--- config.mk ---
export PLATFORM = sky130hd
export DESIGN_NAME = ram_arbiter
export DESIGN_NICKNAME = d
export VERILOG_FILES = /design/src/rtl/ram_arbiter.sv
export SDC_FILE = /design/constraint.sdc
export NUM_CORES = 1
export LEC_CHECK = 0
export BUFFER_PORTS_ARGS = -buffer_cell sky130_fd_sc_hd__buf_2
export CAP_MARGIN = 20
export CORE_MARGIN = 5
export CORE_UTILIZATION = 29
export CTS_BUF_LIST = sky130_fd_sc_hd__clkbuf_4 sky130_fd_sc_hd__clkbuf_8 sky130_fd_sc_hd__clkbuf_16
export DETAILED_ROUTE_END_ITERATION = 8
export MAX_ROUTING_LAYER = met4
export PLACE_DENSITY = 0.56
export SETUP_SLACK_MARGIN = 0.2
export SKIP_CTS_REPAIR_TIMING = 1
export SLEW_MARGIN = 20
export SYNTH_ARGS = -nofsm -noshare
export SYNTH_HDL_FRONTEND = slang
export SYNTH_SLANG_ARGS = --single-unit
--- constraint.sdc ---
create_clock -name clk -period 3 [get_ports clk]
set_input_delay 0.15 -clock clk [delete_from_list [all_inputs] [get_ports clk]]
set_output_delay 0.15 -clock clk [all_outputs]
set_load 0.05 [all_outputs]
--- src/rtl/ram_arbiter.sv ---
// Round-robin arbiter/sequencer for two req/ack clients sharing a single-port RAM.
// Latency: 3 cycles per transaction (IDLE, ACCESS, DONE); ack in cycle k+2 after req sampled at edge k.
// Backpressure: a losing request stays pending until the next IDLE; inputs are ignored while busy.
module ram_arbiter #(
    parameter int ADDR_W = 10,
    parameter int DATA_W = 8,
    parameter int CNT_W  = 16
) (
    input  logic              clk,
    input  logic              reset,
    input  logic              a_req,
    input  logic              a_we,
    input  logic [ADDR_W-1:0] a_addr,
    input  logic [DATA_W-1:0] a_wdata,
    output logic              a_ack,
    output logic [DATA_W-1:0] a_rdata,
    input  logic              b_req,
    input  logic              b_we,
    input  logic [ADDR_W-1:0] b_addr,
    input  logic [DATA_W-1:0] b_wdata,
    output logic              b_ack,
    output logic [DATA_W-1:0] b_rdata,
    output logic [ADDR_W-1:0] mem_addr,
    output logic [DATA_W-1:0] mem_wdata,
    output logic              mem_wr_en,
    input  logic [DATA_W-1:0] mem_rdata,
`ifdef RAM_ARB_STATS_EN
    output logic [CNT_W-1:0]  a_grants,
    output logic [CNT_W-1:0]  b_grants,
`endif
    output logic              busy,
    output logic              grant_b
);

    typedef enum logic [1:0] {IDLE, ACCESS, DONE} state_t;

    state_t              state_q;
    logic                we_q;
    logic [ADDR_W-1:0]   addr_q;
    logic [DATA_W-1:0]   wdata_q;
    logic [DATA_W-1:0]   a_rdata_q;
    logic [DATA_W-1:0]   b_rdata_q;
    logic                win_b_q;
    logic                last_b_q;
    logic                a_ack_q;
    logic                b_ack_q;
    logic                grant_b_d;

    // On a tie the requester that did not win last time gets the port.
    always_comb begin
        grant_b_d = b_req;
        if (a_req && b_req) begin
            grant_b_d = ~last_b_q;
        end
    end

    always_ff @(posedge clk) begin
        if (reset) begin
            state_q   <= IDLE;
            we_q      <= 1'b0;
            addr_q    <= '0;
            wdata_q   <= '0;
            a_rdata_q <= '0;
            b_rdata_q <= '0;
            win_b_q   <= 1'b0;
            last_b_q  <= 1'b1;
            a_ack_q   <= 1'b0;
            b_ack_q   <= 1'b0;
        end else begin
            a_ack_q <= 1'b0;
            b_ack_q <= 1'b0;
            case (state_q)
                IDLE: begin
                    if (a_req || b_req) begin
                        win_b_q <= grant_b_d;
                        we_q    <= grant_b_d ? b_we    : a_we;
                        addr_q  <= grant_b_d ? b_addr  : a_addr;
                        wdata_q <= grant_b_d ? b_wdata : a_wdata;
                        state_q <= ACCESS;
                    end
                end
                ACCESS: begin
                    if (!we_q) begin
                        if (win_b_q) begin
                            b_rdata_q <= mem_rdata;
                        end else begin
                            a_rdata_q <= mem_rdata;
                        end
                    end
                    a_ack_q <= ~win_b_q;
                    b_ack_q <= win_b_q;
                    state_q <= DONE;
                end
                DONE: begin
                    last_b_q <= win_b_q;
                    state_q  <= IDLE;
                end
                default: state_q <= IDLE;
            endcase
        end
    end

`ifdef RAM_ARB_STATS_EN
    logic [CNT_W-1:0] a_cnt_q;
    logic [CNT_W-1:0] b_cnt_q;

    // Saturating: the counters stick at all-ones rather than wrapping.
    always_ff @(posedge clk) begin
        if (reset) begin
            a_cnt_q <= '0;
            b_cnt_q <= '0;
        end else if (state_q == DONE) begin
            if (!win_b_q && (a_cnt_q != {CNT_W{1'b1}})) begin
                a_cnt_q <= a_cnt_q + CNT_W'(1);
            end
            if (win_b_q && (b_cnt_q != {CNT_W{1'b1}})) begin
                b_cnt_q <= b_cnt_q + CNT_W'(1);
            end
        end
    end

    assign a_grants = a_cnt_q;
    assign b_grants = b_cnt_q;
`endif

    // A reset landing in ACCESS must not let the pending write through.
    assign mem_wr_en = ~((state_q == ACCESS) & we_q & ~reset);
    assign mem_addr  = addr_q;
    assign mem_wdata = wdata_q;
    assign a_ack     = a_ack_q;
    assign b_ack     = b_ack_q;
    assign a_rdata   = a_rdata_q;
    assign b_rdata   = b_rdata_q;
    assign busy      = (state_q != IDLE);
    assign grant_b   = win_b_q;

endmodule

# After elaboration in Yosys (flattened, before gate mapping)
# Index checks and enable logic that the tools add are counted.
# W data, S select, Z words.
[totals] ff_bits=41 inputBits=50
[op_classes] eq_ne=3 mux=6 bitwise_logic=8 reduce_logical=8
[ops] cell="$mux W10" count=1
[ops] cell="$mux W8" count=1
[ops] cell="$not A1 Y1" count=6
[ops] cell="$reduce_and A3 Y1" count=2
[ops] cell="$pmux W2 S2" count=1
[ops] cell="$and A1 B1 Y1" count=2
[ops] cell="$eq A2 B1 Y1 const B" count=1
[ops] cell="$eq A2 B2 Y1 const B" count=1
[ops] cell="$logic_not A2 Y1" count=1
[ops] cell="$mux W1" count=2
[ops] cell="$mux W2" count=1
[ops] cell="$ne A2 B2 Y1 const B" count=1
[ops] cell="$reduce_and A2 Y1" count=1
[ops] cell="$reduce_bool A2 Y1" count=1
[ops] cell="$reduce_or A2 Y1" count=1
[ops] cell="$logic_and A1 B1 Y1" count=1
[ops] cell="$logic_or A1 B1 Y1" count=1

# Longest topological paths before layout
# Gate-level depths: netlist of run 1.
[logic_depth] depth_word=4 ltp_mapped=5

# Worst setup path before layout of run 1
# No wires, ideal clock.
[synth_path] kind="reg-to-reg" from="reg win_b_q, in the netlist grant_b" to="reg b_rdata_q[0], in the netlist b_rdata[0]" setup_time_ps=128 arrival_time_ps=1424 slack_ps=1449 path_stages_with_launch=5 synth_period_minus_slack_ps=1551 path_cell_list="dfxtp_1 -> nor4bb_1 -> buf_4 -> mux2i_1 -> nor2_1"
[synth_between] elab_chain_len=1
[synth_rtl] item="start, declared" line_no="43" text="logic win_b_q;"
[synth_rtl] item="start signal, assigned" line_no="75" text="win_b_q <= grant_b_d;"
[synth_rtl] item="$reduce_and A3 Y1 (no source line)"
[synth_rtl] item="end signal, assigned" line_no="85" text="b_rdata_q <= mem_rdata;"
[synth_rtl] item="end, declared" line_no="42" text="logic [DATA_W-1:0] b_rdata_q;"
# No other way between the ends.
# A chain may end at the register's enable or synchronous reset.

# Worst setup path after layout of run 1
[layout_path] from="reg state_q[1]" to="reg addr_q[6], in the netlist mem_addr[6]"
[layout_between] elab_chain_len=2
[layout_rtl] item="start, declared" line_no="37" text="state_t state_q;"
[layout_rtl] item="start signal, assigned" line_no="59" text="state_q <= IDLE;"
[layout_rtl] item="start signal, assigned" line_no="79" text="state_q <= ACCESS;"
[layout_rtl] item="start signal, assigned" line_no="92" text="state_q <= DONE;"
[layout_rtl] item="$logic_not A2 Y1" line_no="72" text="case (state_q)"
[layout_rtl] item="$reduce_and A2 Y1 (no source line)"
[layout_rtl] item="end signal, assigned" line_no="77" text="addr_q <= grant_b_d ? b_addr : a_addr;"
[layout_rtl] item="end, declared" line_no="39" text="logic [ADDR_W-1:0] addr_q;"
# No other way between the ends.

==> results of run 1 <==
## metal layers
metal,global-route usage,routed length [um],vias to the layer above
li1,-,-,837
met1,0.1748,2299,733
met2,0.2004,1952,71
met3,0.03939,415,5
met4,0.03453,49,0
met5,-,0,-
## registers in the layout, indices dropped and copies added (netlist names)
signal	cells
b_ack	1
mem_addr	10
last_b_q	1
grant_b	1
mem_wdata	8
b_rdata	8
a_rdata	8
state_q	2
a_ack	1
we_q	1
## cell usage after synthesis
| cell | n |
|---|---|
| a211o_2 | 1 |
| a21bo_1 | 1 |
| a21boi_1 | 1 |
| a21oi_1 | 28 |
| a311oi_1 | 19 |
| and2_1 | 1 |
| and2b_1 | 1 |
| buf_2 | 5 |
| buf_4 | 5 |
| buf_6 | 1 |
| clkbuf_1 | 4 |
| dfxtp_1 | 41 |
| inv_2 | 1 |
| mux2i_1 | 8 |
| nand2_1 | 56 |
| nor2_1 | 10 |
| nor2_4 | 1 |
| nor2b_1 | 2 |
| nor3_1 | 1 |
| nor3b_1 | 1 |
| nor4b_4 | 1 |
| nor4bb_1 | 1 |
| o21ai_0 | 1 |
| or2_1 | 1 |
| or4b_1 | 1 |
## metrics by stage
stage,utilization,setup WS (ps)
after floorplan,-,1449
final,0.4040,1426
after global placement,0.3859,1467
after detailed placement,0.3859,1414
after global routing,0.4040,1273
after CTS,0.4040,1409
## final cells by class
type,count,share of cell area
repair buffers,91,0.2056
well taps,72,0.04000
inverters,1,0.001667
clock inverters,1,0.002222
flip-flops and latches,41,0.3644
clock buffers,7,0.04278
multi-input cells,136,0.3433
## final timing paths
path,startpoint,to,slack [ps],depth (start not counted)
min reg2reg,a_rdata[2]$_SDFFE_PP0P_,a_rdata[2]$_SDFFE_PP0P_,450,2
max reg2reg,state_q[1]$_SDFFE_PP0P_,mem_addr[6]$_SDFFE_PP0P_,1430,5
min,mem_rdata[2],a_rdata[2]$_SDFFE_PP0P_,110,3
max,state_q[1]$_SDFFE_PP0P_,mem_addr[6]$_SDFFE_PP0P_,1430,5
## power by group through the flow
stage               combinational [mW]  sequential [mW]  clock, mW
global placement                 0.355            0.627          0
finish                           0.354            0.615      0.390
global route                     0.380            0.620      0.434
detailed placement               0.358            0.626          0
floorplan                        0.129            0.756          0
CTS                              0.358            0.614      0.410
## kinds of logic after synthesis
kind of cell,Yosys count
buf+inv,16
mux,8
compound gates,51
simple gates,77
flops,41
## critical path, cell delays in order (launching register included)
cell	delay, ps
dfxtp_1	380
nor2_1	110
buf_4	260
inv_2	90
nor2_4	410
a311oi_1	170
==> impl_metrics.toml, run 1 <==
[timing]
rsz0062_at_grt = "false"
whs_ps = 110.4
clock_skew_ps = 2.949
relSlewSlack = 0.5181
fmax_mhz = 635.5
setup_viol = 0
min_period_over_period = 0.5245
tightestPinTransition_ps = 722.9
fin_crit_ps = 1574
setup-tns-final_ps = 0
slew_violations = 0
hold_violations = 0

[logic_synthesis]
yosysSeqAreaShare = 0.4885
synth_compound_area_frac = 0.2018
syn_area_per_cell_sq_um = 8.707
synth.area.top_cells = "dfxtp_1 49%, nand2_1 13%, a311oi_1 9.9%"
syn-num-nets = 243
synth_area_leader_cell = "dfxtp_1"
synth.top_cell.area_share = 0.4885
yosys_warnings = 0
netlist_instances = 193
synth_area_sq_um = 1680
synthAdderAreaFrac = 0
synth_cell_types = 25
synthMuxAreaShare = 0.04765
synthXorXnorAreaFrac = 0
synthSimpleGateAreaFrac = 0.2070
synth_seq_cells = 41
synth_top_family_by_area = "simple AND/OR/NAND/NOR gates"

[layout]
synthToLayoutAreaGrowth_pct = 34.03
nets = 326
instances_no_fill = 349
seq_area_sq_um = 820.8
final_cell_mix = "88 x buf_2, 56 x nand2_1, 41 x dfxtp_1, 28 x a21oi_1, 19 x a311oi_1"
n_antenna_cell = 0
num-fill-cells = 623
stdcell_area_sq_um = 2252
drive_above_1_share = 0.3755
multi_input_area_sq_um = 773.2
final_common_cell = "buf_2"

[routing]
num_vias = 1646
drt_iter0_drc = 62
drc = 0
first_pass_iters = 4
wl_per_cell_um = 13.52
wl_um = 4717
viasPerCell = 4.716
ant_nets = 0

[clock_tree]
clock-sinks = 41
cts_made_buffers = 5
cts_tree = "built"
clockBufferDepth = 2
clk_pin_slew_worst_paths_ps = 70
h-tree-depth = 2
cts-root-buf = "clkbuf_8"
clock_latency_ps = 290

[power]
p_switching_uw = 462.6
p_leak_nw = 1.033
p_sw_frac = 0.3404
vdd_drop_max_mv = 0.2121
powerDensity_nw_per_um2 = 603.5
p_total_mw = 1.359
power_frac_seq = 0.452
clockPowerShare = 0.287
combPwrFrac = 0.260
internal_power_uw = 896.6

[place]
dp_cells = 341
postPlaceCellArea_sq_um = 2151
port_buffers = 88
gp_congestion = 0.7146
dpl.hpwl_um = 3346

[grt]
grt.overflow.total = 0
grt_max_degree = 40
grt_pass1_wl_um = 7679
grt_usage = 0.1334
antenna_found_initial = 0
grt_pass1_vias = 1664

[floorplanning]
fp.dieH_um = 86.12
fp.dieW_um = 86.12
die-area_sq_um = 7417
start_util = 0.3015
design.core.area_sq_um = 5574
rows = 27
ioPinCount = 89

[worst_hold_path]
hold_class = "input port to flip-flop"

[critical_path]
worst_setup_path_end_kind = "flip-flop"
cp.arrival_ps = 1710
start_kind = "flip-flop"
crit_required_ps = 3140
critPathMaxFanout = 21
critPathKind = "flip-flop to flip-flop"

[status]
status = "finished, final reports clean"

[job]
maxCapViolCount = 0
(Power assumes the default switching activity.)
==> inputs of run 2 (changes only) <==
--- a/config.mk
+++ b/config.mk
@@ -12,7 +12,7 @@
 export CTS_BUF_LIST = sky130_fd_sc_hd__clkbuf_4 sky130_fd_sc_hd__clkbuf_8 sky130_fd_sc_hd__clkbuf_16
 export DETAILED_ROUTE_END_ITERATION = 8
 export MAX_ROUTING_LAYER = met4
-export PLACE_DENSITY = 0.56
+export PLACE_DENSITY = 0.58
 export SETUP_SLACK_MARGIN = 0.2
 export SKIP_CTS_REPAIR_TIMING = 1
 export SLEW_MARGIN = 20
==> constraint.sdc (replaced) <==
create_clock -name clk -period 1.35 [get_ports clk]
set_input_delay 0.0675 -clock clk [delete_from_list [all_inputs] [get_ports clk]]
set_output_delay 0.0675 -clock clk [all_outputs]
set_load 0.05 [all_outputs]
==> run 2 against run 1 <==
Register-to-register slack got worse by 1400 ps. First-iteration DRC count fell by 61%. Routed wire length rose by 6.5%. Critical path type is now flip-flop to output port. Sequential share of layout area decreased by 4.1 points. Critical endpoint is now mem_wr_en. Combinational power rose to 2.7 times the previous value. Cell count grew 5.4%. Total power increased by 130%.
==> impl_metrics.toml, run 2 (synthesis gave the netlist of run 1 again) <==
[critical_path]
crit_slowest_cell = "dfxtp_4"
cp.arrival_ps = 1220
crit_chain = "buf_6 > nor3b_4 > nand2_2 > buf_8"
critPathMaxFanout = 4
worst_setup_path_end_kind = "output port"
r2r_start = "state_q[1]$_SDFFE_PP0P_"
start_kind = "flip-flop"
crit_start = "state_q[1]$_SDFFE_PP0P_"
crit_required_ps = 1280
cpPeakStageDelay_ps = 360
critPathKind = "flip-flop to output port"

[timing]
hold_violations = 0
relSlewSlack = 0.8045
rsz0062_at_grt = "true"
clock_skew_ps = 4.247
fin_crit_ps = 1283
fmax_mhz = 779.3
slew_violations = 0
setup_viol = 0
tightestPinTransition_ps = 292.1
min_period_over_period = 0.9505
setup_slack_ps = 66.80

[clock_tree]
cts_tree = "built"
clock-sinks = 41
clockBufferDepth = 2
clk_pin_slew_worst_paths_ps = 80
cts_made_buffers = 5
cts-root-buf = "clkbuf_8"
clock_latency_ps = 290
h-tree-depth = 2

[layout]
final_common_cell = "buf_2"
synthToLayoutAreaGrowth_pct = 53.54
drive_above_1_share = 0.5169
largest_register_ffs = 10
n_antenna_cell = 0
final_cell_mix = "85 x buf_2, 43 x nand2_1, 37 x dfxtp_1, 23 x a21oi_1, 15 x a311oi_1"
nets = 345

[routing]
num_vias = 1725
wl_per_cell_um = 13.65
drt_iter0_drc = 24
first_pass_iters = 4
viasPerCell = 4.688
ant_nets = 0
wl_um = 5023
drc = 0

[floorplanning]
fp.dieW_um = 86.12
start_util = 0.3015
ioPinCount = 89
rows = 27
design.core.area_sq_um = 5574
die-area_sq_um = 7417
fp.dieH_um = 86.12

[grt]
grt_usage = 0.1385
antenna_found_initial = 0
grt_pass1_vias = 1799
grt_max_degree = 24
grt.overflow.total = 0
grt_pass1_wl_um = 8059

[power]
powerDensity_nw_per_um2 = 1210
p_leak_nw = 1.166
p_total_mw = 3.122
vdd_drop_max_mv = 0.3985

[worst_hold_path]
hp-start = "mem_rdata[3]"
hold_class = "input port to flip-flop"

[place]
port_buffers = 88
dpl.hpwl_um = 3733
dp_slack_ps = 40.36
gp_congestion = 0.7026

[job]
maxCapViolCount = 0

[status]
status = "finished, final reports clean"
-- run 2: cell types whose count changed in the layout (fill, tap and decap cells not counted), sizes merged --
cell | before | now
buf | 91 | 109
clkinv | 1 | 2
-- run 2: power by group --
part           switching (mW)  internal (mW)
clock                   0.421          0.379
sequential             0.0586           1.30
combinational           0.615          0.345
total                    1.09           2.03
-- run 2: through the flow --
step                      TNS, ps  hold WS, ps  instance area [sq um]  cells    util
final                           0        22.25                   2580    368  0.4629
after global routing            0        15.07                   2580    368  0.4629
after CTS                  -100.6        17.77                   2409    366  0.4321
after detailed placement        0        331.5                   2322    358  0.4166
after global placement          0        326.5                   2322    358  0.4166
after floorplan                 0        162.5                   1702    193       -
-- run 2: routing by layer --
layer	vias to the layer above	global-route usage	share of wire	routed length, um
met1	785	0.1676	0.44	2212
met5	-	-	0	0
met3	5	0.04227	0.078	393
met2	59	0.2193	0.47	2368
li1	876	-	-	-
met4	0	0.04460	0.0096	48
-- run 2: cell type report --
| class | count | area (sq um) |
|---|---|---|
| fill | 585 | 2994 |
| multi-input combinational | 136 | 884.6 |
| sequential | 41 | 833.3 |
| timing repair buffer | 110 | 679.4 |
| tap | 72 | 90.09 |
| clock buffer | 6 | 76.32 |
| clock inverter | 2 | 10.01 |
| inverter | 1 | 6.256 |
-- run 2: worst max-delay path: cells and delay by family (launching register included) --
kind	cells	cell delay [ps]
flip-flops	1	360
AND/OR/NAND/NOR	2	280
buffers and inverters	2	290
-- run 2: path summary, 6_finish.rpt --
kind,cells past startpoint,to,slack [ps]
setup / recovery,4,mem_wr_en,70
hold / removal,3,a_rdata[3]$_SDFFE_PP0P_,20
setup reg to reg,6,a_rdata[0]$_SDFFE_PP0P_,70
hold reg to reg,2,a_rdata[6]$_SDFFE_PP0P_,480
==> inputs of run 3 (changes only) <==
--- a/config.mk
+++ b/config.mk
@@ -7,12 +7,11 @@
 export LEC_CHECK = 0
 export BUFFER_PORTS_ARGS = -buffer_cell sky130_fd_sc_hd__buf_2
 export CAP_MARGIN = 20
-export CORE_MARGIN = 5
 export CORE_UTILIZATION = 29
 export CTS_BUF_LIST = sky130_fd_sc_hd__clkbuf_4 sky130_fd_sc_hd__clkbuf_8 sky130_fd_sc_hd__clkbuf_16
 export DETAILED_ROUTE_END_ITERATION = 8
 export MAX_ROUTING_LAYER = met4
-export PLACE_DENSITY = 0.58
+export PLACE_DENSITY = 0.56
 export SETUP_SLACK_MARGIN = 0.2
 export SKIP_CTS_REPAIR_TIMING = 1
 export SLEW_MARGIN = 20
==> constraint.sdc (replaced) <==
create_clock -name clk -period 1.2 [get_ports clk]
set_input_delay 0.06 -clock clk [delete_from_list [all_inputs] [get_ports clk]]
set_output_delay 0.06 -clock clk [all_outputs]
set_load 0.05 [all_outputs]
==> run 3 against run 2 <==
Routed wire length decreased by 6.0%. Non-clock buffer count rose by 1. Cell area is 4.8% higher. Largest power group unchanged. Worst setup slack worse by 160 ps. The flow now finishes with violations (negative setup slack). Highest routed layer unchanged. Worst hold slack worse by 12 ps. Total power up 20%. Via count down 0.58%. Die area fell by 18%. Sequential share of layout area decreased by 1.6 points. First-iteration DRC count grew 58%. Register-to-register slack worse by 150 ps. Count of clock-buffer cells in the layout increased by 1.
==> impl_metrics.toml, run 3 (synthesis gave the netlist of run 1 again) <==
[timing]
setup_slack_ps = -93.00
fin_crit_ps = 1293
hold_violations = 0
fmax_mhz = 773.4
slew_violations = 0
clock_skew_ps = 5.844
setup-tns-final_ps = -1681
setup_viol = 34
relSlewSlack = 0.4875
rsz0062_at_grt = "true"
min_period_over_period = 1.077
tightestPinTransition_ps = 768.7

[critical_path]
start_kind = "flip-flop"
cpPeakStageDelay_ps = 340
crit_chain = "buf_4 > nor3b_4 > nand2_2 > buf_8"
cpLargestDelayFamily = "flip-flops"
cp.arrival_ps = 1230
critPathKind = "flip-flop to output port"
worst_setup_path_end_kind = "output port"
critPathMaxFanout = 4
rr_worst_depth = 7
crit_required_ps = 1140
crit_slowest_cell = "dfxtp_2"
cp.depth = 4
crit_buf_inv = 2

[routing]
drt_iter0_drc = 38
ant_nets = 0
drc = 0
num_vias = 1715
wl_um = 4724
viasPerCell = 4.648
wl_per_cell_um = 12.80
first_pass_iters = 4

[layout]
final_common_cell = "buf_2"
postLayoutCoreUtil = 0.4878
synthToLayoutAreaGrowth_pct = 60.83
n_antenna_cell = 0
final_cell_mix = "71 x buf_2, 45 x nand2_1, 37 x dfxtp_1, 21 x a21oi_1, 16 x a311oi_1"
stdcell_area_sq_um = 2703
drive_above_1_share = 0.5253
largest_register_ffs = 10
nets = 346

[clock_tree]
cts_made_buffers = 5
clockBufferDepth = 2
cts-root-buf = "clkbuf_8"
h-tree-depth = 2
clk_pin_slew_worst_paths_ps = 80
clock_latency_ps = 290
clock-sinks = 41
cts_tree = "built"

[place]
postPlaceCellArea_sq_um = 2311
gp_congestion = 0.7137
port_buffers = 88
dpl.hpwl_um = 3104

[grt]
grt.overflow.total = 0
grtUsageMet2 = 0.2404
grt_max_degree = 22
grt_pass1_vias = 1587
grt_util_met1 = 0.1936
grt_usage = 0.1567
antenna_found_initial = 0
top_usage_layer = "met2"
grtUsageMet3 = 0.05233
grt_pass1_wl_um = 7465

[status]
status = "complete, but fails checks"
violations = "negative setup slack"

[floorplanning]
ioPinCount = 89
fp.dieH_um = 78.12
start_util = 0.3033
rows = 27
fp.dieW_um = 78.12
design.core.area_sq_um = 5540
die-area_sq_um = 6103

[worst_hold_path]
whs_path_depth = 2
hold_class = "input port to flip-flop"

[power]
powerDensity_nw_per_um2 = 1392
vdd_drop_max_mv = 0.5936
p_leak_nw = 1.193

[job]
maxCapViolCount = 0
[run 3: cell count changes in the layout (fill, tap and decap cells not counted), sizes merged]
cell,change
clkbuf,+13
clkinv,-2
buf,-11
clkinvlp,+1
[run 3: per-layer routing]
layer  part of all wire  vias to the layer above
met5                  0                        -
met3              0.071                        5
li1                   -                      883
met1               0.46                      760
met2               0.46                       67
met4             0.0068                        0
[run 3: report_power, final]
group	internal, mW	leakage [nW]	switching, mW	total [mW]
combinational	0.444	0.799	0.709	1.15
sequential	1.47	0.339	0.0676	1.54
clock	0.593	0.0556	0.481	1.07
[run 3: area by class of cell]
cell class	count	area, sq um
fillers	561	2838
well taps	72	90.09
repair buffers	111	767.0
inverters	1	8.758
clock buffers	7	107.6
clock inverters	1	7.507
flip-flops and latches	41	830.8
multi-input cells	136	890.9
[run 3: stage by stage]
stage | std cells | setup slack (ps) | hold WS (ps) | total power, mW
after floorplan | 193 | -73.76 | 141.6 | 2.240
after global placement | 355 | -115.0 | 306.5 | 2.536
after detailed placement | 355 | -141.8 | 310.2 | 2.539
after CTS | 363 | -229.1 | -1.097 | 3.618
after global routing | 369 | -154.5 | 5.793 | 3.951
final | 369 | -93.00 | 9.750 | 3.762
[run 3: path summary, 6_finish.rpt]
kind	from	to	slack [ps]
worst min-delay path	reset	state_q[1]$_SDFFE_PP0P_	10
worst min register to register	a_rdata[3]$_SDFFE_PP0P_	a_rdata[3]$_SDFFE_PP0P_	460
worst max-delay path	state_q[0]$_SDFFE_PP0P_	mem_wr_en	-90
worst max register to register	state_q[1]$_SDFFE_PP0P_	we_q$_SDFFE_PP0P_	-80
